File: src/rtl/serial_alu.sv
// serial_alu: bit-serial ALU processing one operand bit per clock, LSB first.
//
// Operations (sel): 00 AND, 01 OR, 10 ADD/SUB (inv=1 subtracts), 11 SLT
// (signed a < b, computed as a + ~b + 1 and then reduced to one bit).
//
// Ports
//   clk    in   rising-edge clock
//   rst    in   synchronous active-high reset
//   start  in   request an operation; sampled only in IDLE or DONE
//   a, b   in   WIDTH-bit operands, captured on an accepted start
//   sel    in   2-bit op select, captured on an accepted start
//   inv    in   invert B with carry-in 1 for ADD/SUB, captured on start
//   busy   out  high while the operation is in progress (RUN, SLT_FIX)
//   done   out  one-cycle pulse, result/cout/zero valid
//   result out  WIDTH-bit result, held until the next operation completes
//   cout   out  carry out of the MSB (ADD/SUB and SLT), else 0
//   zero   out  result is all zeros
//   ovf    out  signed overflow for ADD/SUB (only with SERIAL_ALU_OVF_EN)
//
// Configuration macro: SERIAL_ALU_OVF_EN adds the ovf port and makes SLT
// correct for signed overflow (set = MSB sum XOR overflow).
//
// Timing: start accepted at edge k; bits are processed on edges
// k+1..k+WIDTH; one extra RUN cycle hands off to DONE (edge k+WIDTH+1) or
// to SLT_FIX (DONE at edge k+WIDTH+2).

module serial_alu #(
  parameter int WIDTH = 32
) (
  input  logic             clk,
  input  logic             rst,
  input  logic             start,
  input  logic [WIDTH-1:0] a,
  input  logic [WIDTH-1:0] b,
  input  logic [1:0]       sel,
  input  logic             inv,
  output logic             busy,
  output logic             done,
  output logic [WIDTH-1:0] result,
  output logic             cout,
  output logic             zero
`ifdef SERIAL_ALU_OVF_EN
  ,
  output logic             ovf
`endif
);

  localparam int CW = (WIDTH > 1) ? $clog2(WIDTH) : 1;
  localparam logic [CW-1:0] LAST = CW'(WIDTH - 1);

  typedef enum logic [1:0] {
    IDLE    = 2'd0,
    RUN     = 2'd1,
    SLT_FIX = 2'd2,
    DONE    = 2'd3
  } state_t;

  state_t state;

  // Control state
  logic [CW-1:0] cnt;
  logic          carry;
  logic          fin;

  // Captured operands and result shift register (no reset needed)
  logic [WIDTH-1:0] a_sr;
  logic [WIDTH-1:0] b_sr;
  logic [WIDTH-1:0] res_sr;
  logic [1:0]       op;
  logic             inv_q;
`ifdef SERIAL_ALU_OVF_EN
  logic             cin_msb;
`endif

  logic accept;
  logic processing;
  logic eff_inv;
  logic bi;
  logic sum;
  logic nxt_carry;
  logic res_bit;
  logic slt_set;

  assign accept     = start && ((state == IDLE) || (state == DONE));
  assign processing = (state == RUN) && !fin;

  // One full-adder slice on the current LSBs
  always_comb begin
    eff_inv   = 1'b0;
    bi        = 1'b0;
    sum       = 1'b0;
    nxt_carry = 1'b0;
    res_bit   = 1'b0;
    eff_inv   = (op == 2'b11) || ((op == 2'b10) && inv_q);
    bi        = b_sr[0] ^ eff_inv;
    sum       = a_sr[0] ^ bi ^ carry;
    nxt_carry = (a_sr[0] & bi) | (a_sr[0] & carry) | (bi & carry);
    // Logic ops use the raw B bit; inv only affects the adder path
    case (op)
      2'b00:   res_bit = a_sr[0] & b_sr[0];
      2'b01:   res_bit = a_sr[0] | b_sr[0];
      default: res_bit = sum;
    endcase
  end

  // SLT reduces the subtraction to its sign bit (the MSB sum, which is the
  // top of the result shift register once all bits are in).
  always_comb begin
    slt_set = 1'b0;
`ifdef SERIAL_ALU_OVF_EN
    slt_set = res_sr[WIDTH-1] ^ (cin_msb ^ carry);
`else
    slt_set = res_sr[WIDTH-1];
`endif
  end

  // Datapath: operand capture and bit shifting
  always_ff @(posedge clk) begin
    if (accept && !rst) begin
      a_sr  <= a;
      b_sr  <= b;
      op    <= sel;
      inv_q <= inv;
    end else if (processing) begin
      a_sr   <= a_sr >> 1;
      b_sr   <= b_sr >> 1;
      res_sr <= {res_bit, res_sr[WIDTH-1:1]};
`ifdef SERIAL_ALU_OVF_EN
      if (cnt == LAST) cin_msb <= carry;
`endif
    end
  end

  // Control FSM with registered outputs
  always_ff @(posedge clk) begin
    if (rst) begin
      state  <= IDLE;
      busy   <= 1'b0;
      done   <= 1'b0;
      result <= '0;
      cout   <= 1'b0;
      zero   <= 1'b1;
      cnt    <= '0;
      carry  <= 1'b0;
      fin    <= 1'b0;
`ifdef SERIAL_ALU_OVF_EN
      ovf    <= 1'b0;
`endif
    end else begin
      case (state)
        IDLE, DONE: begin
          done <= 1'b0;
          if (start) begin
            state <= RUN;
            busy  <= 1'b1;
            cnt   <= '0;
            fin   <= 1'b0;
            carry <= (sel == 2'b11) || ((sel == 2'b10) && inv);
          end else begin
            state <= IDLE;
            busy  <= 1'b0;
          end
        end

        RUN: begin
          if (!fin) begin
            carry <= nxt_carry;
            if (cnt == LAST) begin
              cnt <= '0;
              fin <= 1'b1;
            end else begin
              cnt <= cnt + 1'b1;
            end
          end else if (op == 2'b11) begin
            state <= SLT_FIX;
          end else begin
            state  <= DONE;
            busy   <= 1'b0;
            done   <= 1'b1;
            result <= res_sr;
            cout   <= op[1] & carry;
            zero   <= (res_sr == '0);
`ifdef SERIAL_ALU_OVF_EN
            ovf    <= (op == 2'b10) & (cin_msb ^ carry);
`endif
          end
        end

        SLT_FIX: begin
          state  <= DONE;
          busy   <= 1'b0;
          done   <= 1'b1;
          result <= {{(WIDTH-1){1'b0}}, slt_set};
          cout   <= carry;
          zero   <= !slt_set;
`ifdef SERIAL_ALU_OVF_EN
          ovf    <= 1'b0;
`endif
        end

        default: begin
          state <= IDLE;
          busy  <= 1'b0;
          done  <= 1'b0;
        end
      endcase
    end
  end

endmodule
File: config.mk
export PLATFORM = sky130hd
export DESIGN_NAME = serial_alu
export DESIGN_NICKNAME = d
export VERILOG_FILES = /design/src/rtl/serial_alu.sv
export SDC_FILE = /design/constraint.sdc
export NUM_CORES = 1
export LEC_CHECK = 0
export ABC_AREA = 1
export CORE_ASPECT_RATIO = 0.8
export CORE_UTILIZATION = 30
export DETAILED_ROUTE_END_ITERATION = 8
export PLACE_DENSITY = 0.59
export REMOVE_ABC_BUFFERS = 1
export SKIP_LAST_GASP = 1
export SYNTH_ARGS = -nofsm -noshare
export SYNTH_HDL_FRONTEND = slang
export SYNTH_SLANG_ARGS = --single-unit
File: constraint.sdc
create_clock -name clk -period 6.2 [get_ports clk]
set_input_delay 1.86 -clock clk [delete_from_list [all_inputs] [get_ports clk]]
set_output_delay 1.86 -clock clk [all_outputs]
set_load 0.01 [all_outputs]
Word-level counts from Yosys, hierarchy flattened:

Cells that the tools add are included.

* memories kept: 0
* register bits: 144
* memory bits (read-only): 0
* bits in latches: 0
* RAM bits: 0
* output and inout bits: 36

* shift-type cells: 0
* add/subtract/negate cells: 1
* mux-type cells: 36
* bitwise gates (word level): 12
* order comparisons: 0
* equality and inequality tests: 13
* reductions and logical operators: 23
* div/mod/pow operators: 0
* multipliers: 0

Operators by type and width (count)
* $mux 32: 6
* $pmux 32 s2: 1
* $logic_not 32->1: 1
* $mux 1: 16
* $mux 5: 3
* $eq 2x2->1 const B: 6
* $pmux 1 s2: 5
* $pmux 5 s2: 1
* $ne 2x2->1 const B: 4
* $pmux 1 s3: 2
* $pmux 2 s3: 1
* $reduce_and 2->1: 3
* $reduce_and 3->1: 2
* $reduce_bool 2->1: 3
* $add 5x1->5 const B: 1
* $and 1x1->1: 5
* $eq 5x5->1 const B: 1
* $logic_and 1x1->1: 5
* $eq 2x1->1 const B: 2
* $logic_not 2->1: 2
* $logic_not 1->1: 3
* $logic_or 1x1->1: 3
* $or 1x1->1: 3
* $xor 1x1->1: 3
* 3 further kinds: 3

Logic depth before layout (Yosys ltp):

* depth in word-level cells: 9
* mapped depth: 10
* depth with buffers taken out: 9

Worst setup path after synthesis:

OpenSTA, ideal clock, no wires.

* path kind: input to register
* start point: input port start
* end point: register a_sr[0] (enable)
* stages on the path: 5
* arrival: 3.467 ns
* path slack: 2.040 ns
* setup time: 0.692 ns
* path buffers: 1
* required time: 5.508 ns
* cell sequence: nand2_1 > nor2_1 > inv_2 > clkbuf_1 > nand2_1

* word-level cells in the longest chain between the ends: 3

RTL lines
* start: declaration: line 32 `input logic start,`
* $logic_and 1x1->1: line 84 `assign accept = start && ((state == IDLE) || (state == DONE));`
* $logic_and 1x1->1: line 119 `if (accept && !rst) begin`
* $reduce_bool 2->1 (no line)
* end signal: assignment: line 125 `a_sr <= a_sr >> 1;`
* end: declaration: line 66 `logic [WIDTH-1:0] a_sr;`

No other way between the ends.
A chain may end at the register's enable or synchronous reset.

Worst setup path in the final report:

* start point: input port start
* end point: register b_sr[7] (enable)

* word-level cells in the longest chain between the ends: 3

RTL lines
* $logic_and 1x1->1: line 84
* $logic_and 1x1->1: line 119
* $reduce_bool 2->1 (no line)
* end signal: assignment: line 126 `b_sr <= b_sr >> 1;`
* end: declaration: line 67 `logic [WIDTH-1:0] b_sr;`

No other way between the ends.

==> results.json <==
{
  "status": "finished clean",
  "grt_pass1_vias": 4167,
  "critPathBufInv": 3,
  "fmax_mhz": 273,
  "setup_viol": 0,
  "cp_slowest_cell": "nand2_2",
  "clockRootBuffer": "clkbuf_16",
  "cp_cell_sequence": "clkdlybuf4s50_1 -> nand2_1 -> nor2_4 -> inv_2 -> nand2_2 -> buf_4",
  "cap_violations": 0,
  "r2r_end": "b_sr[7]",
  "antenna_found_initial": 1,
  "finClkSkew_ns": 0.00906,
  "grt_use_met1_pct": 18.2,
  "nNetsFinal": 758,
  "place_congestion": 0.753,
  "io_buffers": 105,
  "hp-class": "register to register",
  "critPathLaunch": "start",
  "max_stage_delay_ns": 0.56,
  "grt_first_pass_wirelength_um": 21400,
  "design.core.area_mm2": 0.0199,
  "dieHeight_um": 129,
  "drtIter0Drc": 280,
  "grt_max_degree": 67,
  "layout_commonest_cell": "nand2_1",
  "ys_seq_area_share_pct": 63.7,
  "clkTransAtPathRegs_ns": 0.06,
  "hold_ws_ns": 0.466,
  "area_delta_synth_final_pct": 29.7,
  "ctsHoldBuffers": 0,
  "synth_area_leaders": "edfxtp_1 (49%), dfxtp_1 (15%), nand2_1 (14%)",
  "cts.path.max_buffers": 2,
  "drv_slew": 0,
  "clock-sinks": 144,
  "synth_top_cell_by_area": "edfxtp_1",
  "cts_setup_buffers": 0,
  "synth_top_area_share_pct": 48.9,
  "insertedDiodeCount": 0,
  "viasPerCell": 4.36,
  "rsz0062_at_grt": "no",
  "synthCells": 581,
  "cts_buffers": 17,
  "cp-end-kind": "register",
  "layout-drive-gt1-share_pct": 17.0,
  "min_path_cells": 2,
  "placed_area_mm2": 0.00732,
  "ys_ff_latch": 144,
  "antenna_left": 0,
  "start_util_pct": 30.6,
  "dpl.hpwl_um": 8380,
  "critPathLaunchType": "input port",
  "crit_cells": 6,
  "ys_warn_count": 0,
  "dieArea_mm2": 0.0209,
  "num_vias": 4186,
  "finalCritPeriodShare_pct": 59.1,
  "post_drt_wl_per_cell_um": 13.4,
  "wl_um": 12900,
  "post-route-min-period_ns": 3.67,
  "cts_resized": 0,
  "required_ns": 6.28,
  "p_leak_nw": 2.92,
  "grt_use_met2_pct": 19.3,
  "cts_tree": "done",
  "reg2regPathDepth": 7,
  "ys_types": 30,
  "endpoint": "b_sr[7]",
  "post-route-util_pct": 39.7,
  "cp_max_fo": 33,
  "reg2reg_slack_ns": 3.63,
  "grt_use_total_pct": 13.3,
  "timing.slew.headroom_pct": 46.6,
  "ir_drop_mv": 0.230,
  "grt-busiest-layer": "met2",
  "r2r-start": "state[0]",
  "avgSynthCellArea_um2": 10.5,
  "p_per_area_mw_per_mm2": 496,
  "tightest_slew_ns": 0.800,
  "drt-pass1-iter-count": 4,
  "htreeDepth": 4,
  "final-hold-violation-count": 0,
  "crit_family": "buffers and inverters",
  "critPathKind": "input port to register",
  "grt.met3_usage_pct": 5.03,
  "finalInstanceArea_mm2": 0.00789,
  "layout_common_cells": "nand2_1 (231), clkdlybuf4s50_1 (104), edfxtp_1 (99)",
  "synth.cell_area_mm2": 0.00608,
  "row_count": 46,
  "grt-ovfl-total": 0,
  "drc": 0,
  "die_w_um": 161,
  "io_pins": 106,
  "cp.arrival_ns": 3.74,
  "clk_latency_ns": 0.42
}
[stage by stage]
stage	power, mW	setup slack (ns)	cells	TNS (ns)
final	3.91	2.53	960	0
after global routing	4.18	2.38	960	0
after CTS	3.98	2.47	960	0
after detailed placement	2.98	2.02	928	0
after global placement	2.95	2.05	928	0
after floorplan	2.50	-0.947	554	-60.59
[where the power goes]
group          total [mW]  switching [mW]  internal (mW)
clock               0.985           0.397          0.588
combinational        1.20           0.757          0.444
sequential           1.73           0.169           1.56
[how the worst min path moves through the flow]
stage | slack [ns] | from | to
floorplan | 0.44 | cnt[4] | cnt[4]
global placement | 0.45 | zero | zero
detailed placement | 0.46 | result[2] | result[2]
CTS | 0.47 | result[2] | result[2]
global route | 0.48 | res_sr[16] | res_sr[15]
finish | 0.47 | cnt[3] | cnt[3]
[Yosys cell counts]
master / count
nor2_1: 33
o22ai_1: 1
xor2_1: 2
inv_1: 13
fa_1: 1
edfxtp_1: 99
inv_2: 4
o21ai_2: 1
nand3_1: 16
nand3_2: 18
inv_4: 1
buf_1: 1
a31oi_1: 1
ha_1: 4
clkbuf_1: 5
o211ai_1: 1
nand2_2: 21
inv_6: 1
o21ai_0: 10
buf_8: 2
nor3_1: 1
a21oi_2: 30
dfxtp_1: 45
buf_2: 9
o21ai_4: 1
buf_4: 6
nand2_1: 232
nand2_8: 1
a21oi_1: 17
buf_6: 4
[worst min-delay path, stage by stage, from the launching register on]
cell and delay, ns:
dfxtp_1 0.31, nand2_1 0.06, a21oi_1 0.05
[cell families (layout without fill, tap and decap cells)]
| group | count (synthesis) | count (layout) | share of synthesized area (%) |
|---|---|---|---|
| and+or+nand+nor | 322 | 322 | 23.2 |
| DFF | 144 | 144 | 63.7 |
| buffers and inverters | 46 | 161 | 4.38 |
| xor gates and xnor gates | 2 | 2 | 0.288 |
| AOI/OAI and AO/OA | 62 | 62 | 7.28 |
| adders and majority gates | 5 | 5 | 1.15 |
[registers in the layout, summed over array words and instances (netlist names)]
register  count
a_sr         32
b_sr         32
busy          1
carry         1
cnt           5
cout          1
done          1
fin           1
inv_q         1
op            2
res_sr       32
result       32
state         2
zero          1
[routing by layer]
layer,vias to the layer above,share of wire (%),wire [um]
met4,2,1.0,131
met3,13,6.9,884
met2,110,42,5380
li1,2129,-,-
met5,-,0.10,13
met1,1932,50,6460
[area by class of cell]
| type | instances | area (um^2) |
|---|---|---|
| timing repair buffer | 110 | 1080 |
| sequential | 144 | 3870 |
| fill | 1985 | 12000 |
| clock inverter | 15 | 144 |
| tap | 264 | 330 |
| clock buffer | 17 | 425 |
| multi-input combinational | 391 | 1950 |
| inverter | 19 | 78.8 |
Note: power is estimated with default switching activity, not from simulation.
==> RTL edit, RTL diff (same flow settings) <==
Make the reset (`rst`) asynchronous in one clocked block. Comments in the files are not updated.
--- a/src/rtl/serial_alu.sv
+++ b/src/rtl/serial_alu.sv
@@ -132,7 +132,7 @@
   end
 
   // Control FSM with registered outputs
-  always_ff @(posedge clk) begin
+  always_ff @(posedge clk or posedge rst) begin
     if (rst) begin
       state  <= IDLE;
       busy   <= 1'b0;
Formal check against the unedited RTL: differs if rst is asserted again (counterexample within 4 cycles, from zero or initial values and one cycle with rst high); with rst held inactive, the same outputs for 10 cycles.
==> RTL edit against the original RTL <==
Fmax up 10%. Critical path depth is 5 lower. Cell area fell by 2.1%. Area after synthesis fell by 3.3%. Total power up 6.0%. Non-clock buffer count down 1. Combinational power up 8%. Worst setup slack improved by 0.33 ns. Critical path type is now reg -> out. Register-to-register slack worse by 0.39 ns. Synthesized cell count shrank 2.8%. Largest power group unchanged. Sequential cell count is the same. Routed wire length decreased by 5.4%. Global-route usage down 0.32 points.
==> RTL edit: results (changes against the original RTL) <==
placement:
  globalplace.congestion: 0.739  # -1.8%
  place_area_um2: 7170  # -2.1%
  dp.cells: 908  # -2.2%
  place_hpwl_um: 7890  # -5.9%
floorplanning:
  fp-row-count: 45  # -2.2%
synth:
  netlist_top_cells_area: "edfxtp_1 51%, dfrtp_1 19%, nand2_1 18%"
  syn_inst: 565  # -2.8%
  yosys-top-cells-count: "277 x nand2_1, 99 x edfxtp_1, 44 x dfrtp_1, 30 x nor2_1"
  synth_top_flop_cell: "edfxtp_1"
  yosysSeqAreaShare_pct: 69.7  # +6.0 points
  ys_async_sr_fraction_pct: 31.3  # +31 points
global_route:
  grt_pass1_vias: 4025  # -3.4%
  grt_first_pass_wirelength_um: 20100  # -6.3%
  grt_usage_pct: 13.0  # -0.32 points
  antenna_found_initial: 0  # -1
  grt_max_degree: 69  # +3.0%
layout:
  n_all_inverters: 21  # +2
  final-nonclk-buf-share_pct: 14.0  # +0.26 points
  multiInputGateArea_um2: 1590  # -19%
  seq_share_pct: 53.1  # +4.0 points
  finalNonFillerCells: 940  # -2.1%
  seq_cells: 144  # unchanged
  nNetsFinal: 744  # -1.8%
  clock_buffers: 18  # +1
  fill_cells: 1882  # -5.2%
  clk_share_pct: 7.16  # -0.055 points
  nonClockBufferCount: 109  # -0.91%
detailed_routing:
  wl_um: 12200  # -5.4%
  via_per_inst: 4.32  # -0.90%
  drt_iter0_markers: 269  # -3.9%
setup_path:
  worstSetupStartpoint: "zero"
  reg2reg_depth: 6  # -1
  r2r-end: "result[9]"
  crit_fanout: 2  # -94%
  path_delay_family: "flip-flops"
  worstReg2RegStart: "state[0]"
  r2r_slack_ns: 3.24  # -0.39 ns
  cpPeakStageDelay_ns: 0.53  # -0.03 ns
  arrival_ns: 1.47  # -2.27 ns
timing:
  fin_hold_ws_ns: 0.482  # +0.0161 ns
  maxSlewHeadroom_pct: 25.1  # -22 points
  skew_ns: 0.00832  # -0.000744 ns
min_path:
  min_from: "result[4]"
  hold_end: "result[4]"
pwr:
  leakagePower_nw: 3.21  # +10%
  power_density_nw_per_um2: 537  # +8.3%
  ir_drop_mv: 0.238  # +3.2%
  comb_power_mw: 1.30  # +8%
  p_int_mw: 2.75  # +6.3%
  powerSeq_mw: 1.88  # +9%
outcome:
  status: "completed"
clocking:
  worstSkewPairLatency_ns: 0.42  # about the same
RTL edit: cell types whose count changed in the layout (fill, tap and decap cells not counted), sizes merged, moves of 2 or more:
| cell | before | now |
|---|---|---|
| a21oi | 47 | 7 |
| nor2 | 33 | 30 |
| a22o | 0 | 2 |
| o21ai | 12 | 47 |
| dfxtp | 45 | 0 |
| nand3 | 34 | 1 |
| clkinvlp | 5 | 3 |
| dfrtp | 0 | 44 |
| nand2 | 254 | 279 |
| clkinv | 6 | 10 |
| buf | 6 | 4 |
RTL edit: metrics by stage:
stage	power [mW]	worst slack (ns)
after CTS	4.22	2.84
after global routing	4.46	2.76
after floorplan	2.67	-1.47
final	4.15	2.87
after global placement	3.20	2.44
after detailed placement	3.23	2.42
RTL edit: tightest hold or removal path, cell delays in order (launching register included):
cell	delay, ns
dfrtp_1	0.34
nand2_1	0.05
o21ai_0	0.05
RTL edit: worst max path at each step:
stage | to | slack, ns | depth (start not counted)
2_1_floorplan | a_sr[0] | -1.47 | 4
6_report | zero | 2.87 | 1
3_3_place_gp | res_sr[20] | 2.44 | 6
5_1_grt | res_sr[21] | 2.76 | 6
3_5_place_dp | res_sr[22] | 2.42 | 6
4_1_cts | zero | 2.84 | 1
RTL edit: cells by family after synthesis:
logic type	Yosys count	share of synthesized area [%]
AO/OA/AOI/OAI	59	5.41
AND/OR/NAND/NOR	310	19.9
flip-flops	144	69.7
XOR/XNOR	2	0.298
buffers and inverters	45	3.47
adder cells (fa/ha/maj)	5	1.19
RTL edit: per-layer routing:
layer / share of wire, % / up-vias / track usage [%] / routed length [µm]
li1: - / 2050 / - / -
met5: 0 / - / 0 / 0
met2: 42 / 120 / 18.9 / 5150
met1: 51 / 1874 / 18.2 / 6180
met3: 5.6 / 18 / 3.77 / 679
met4: 1.4 / 0 / 4.92 / 172
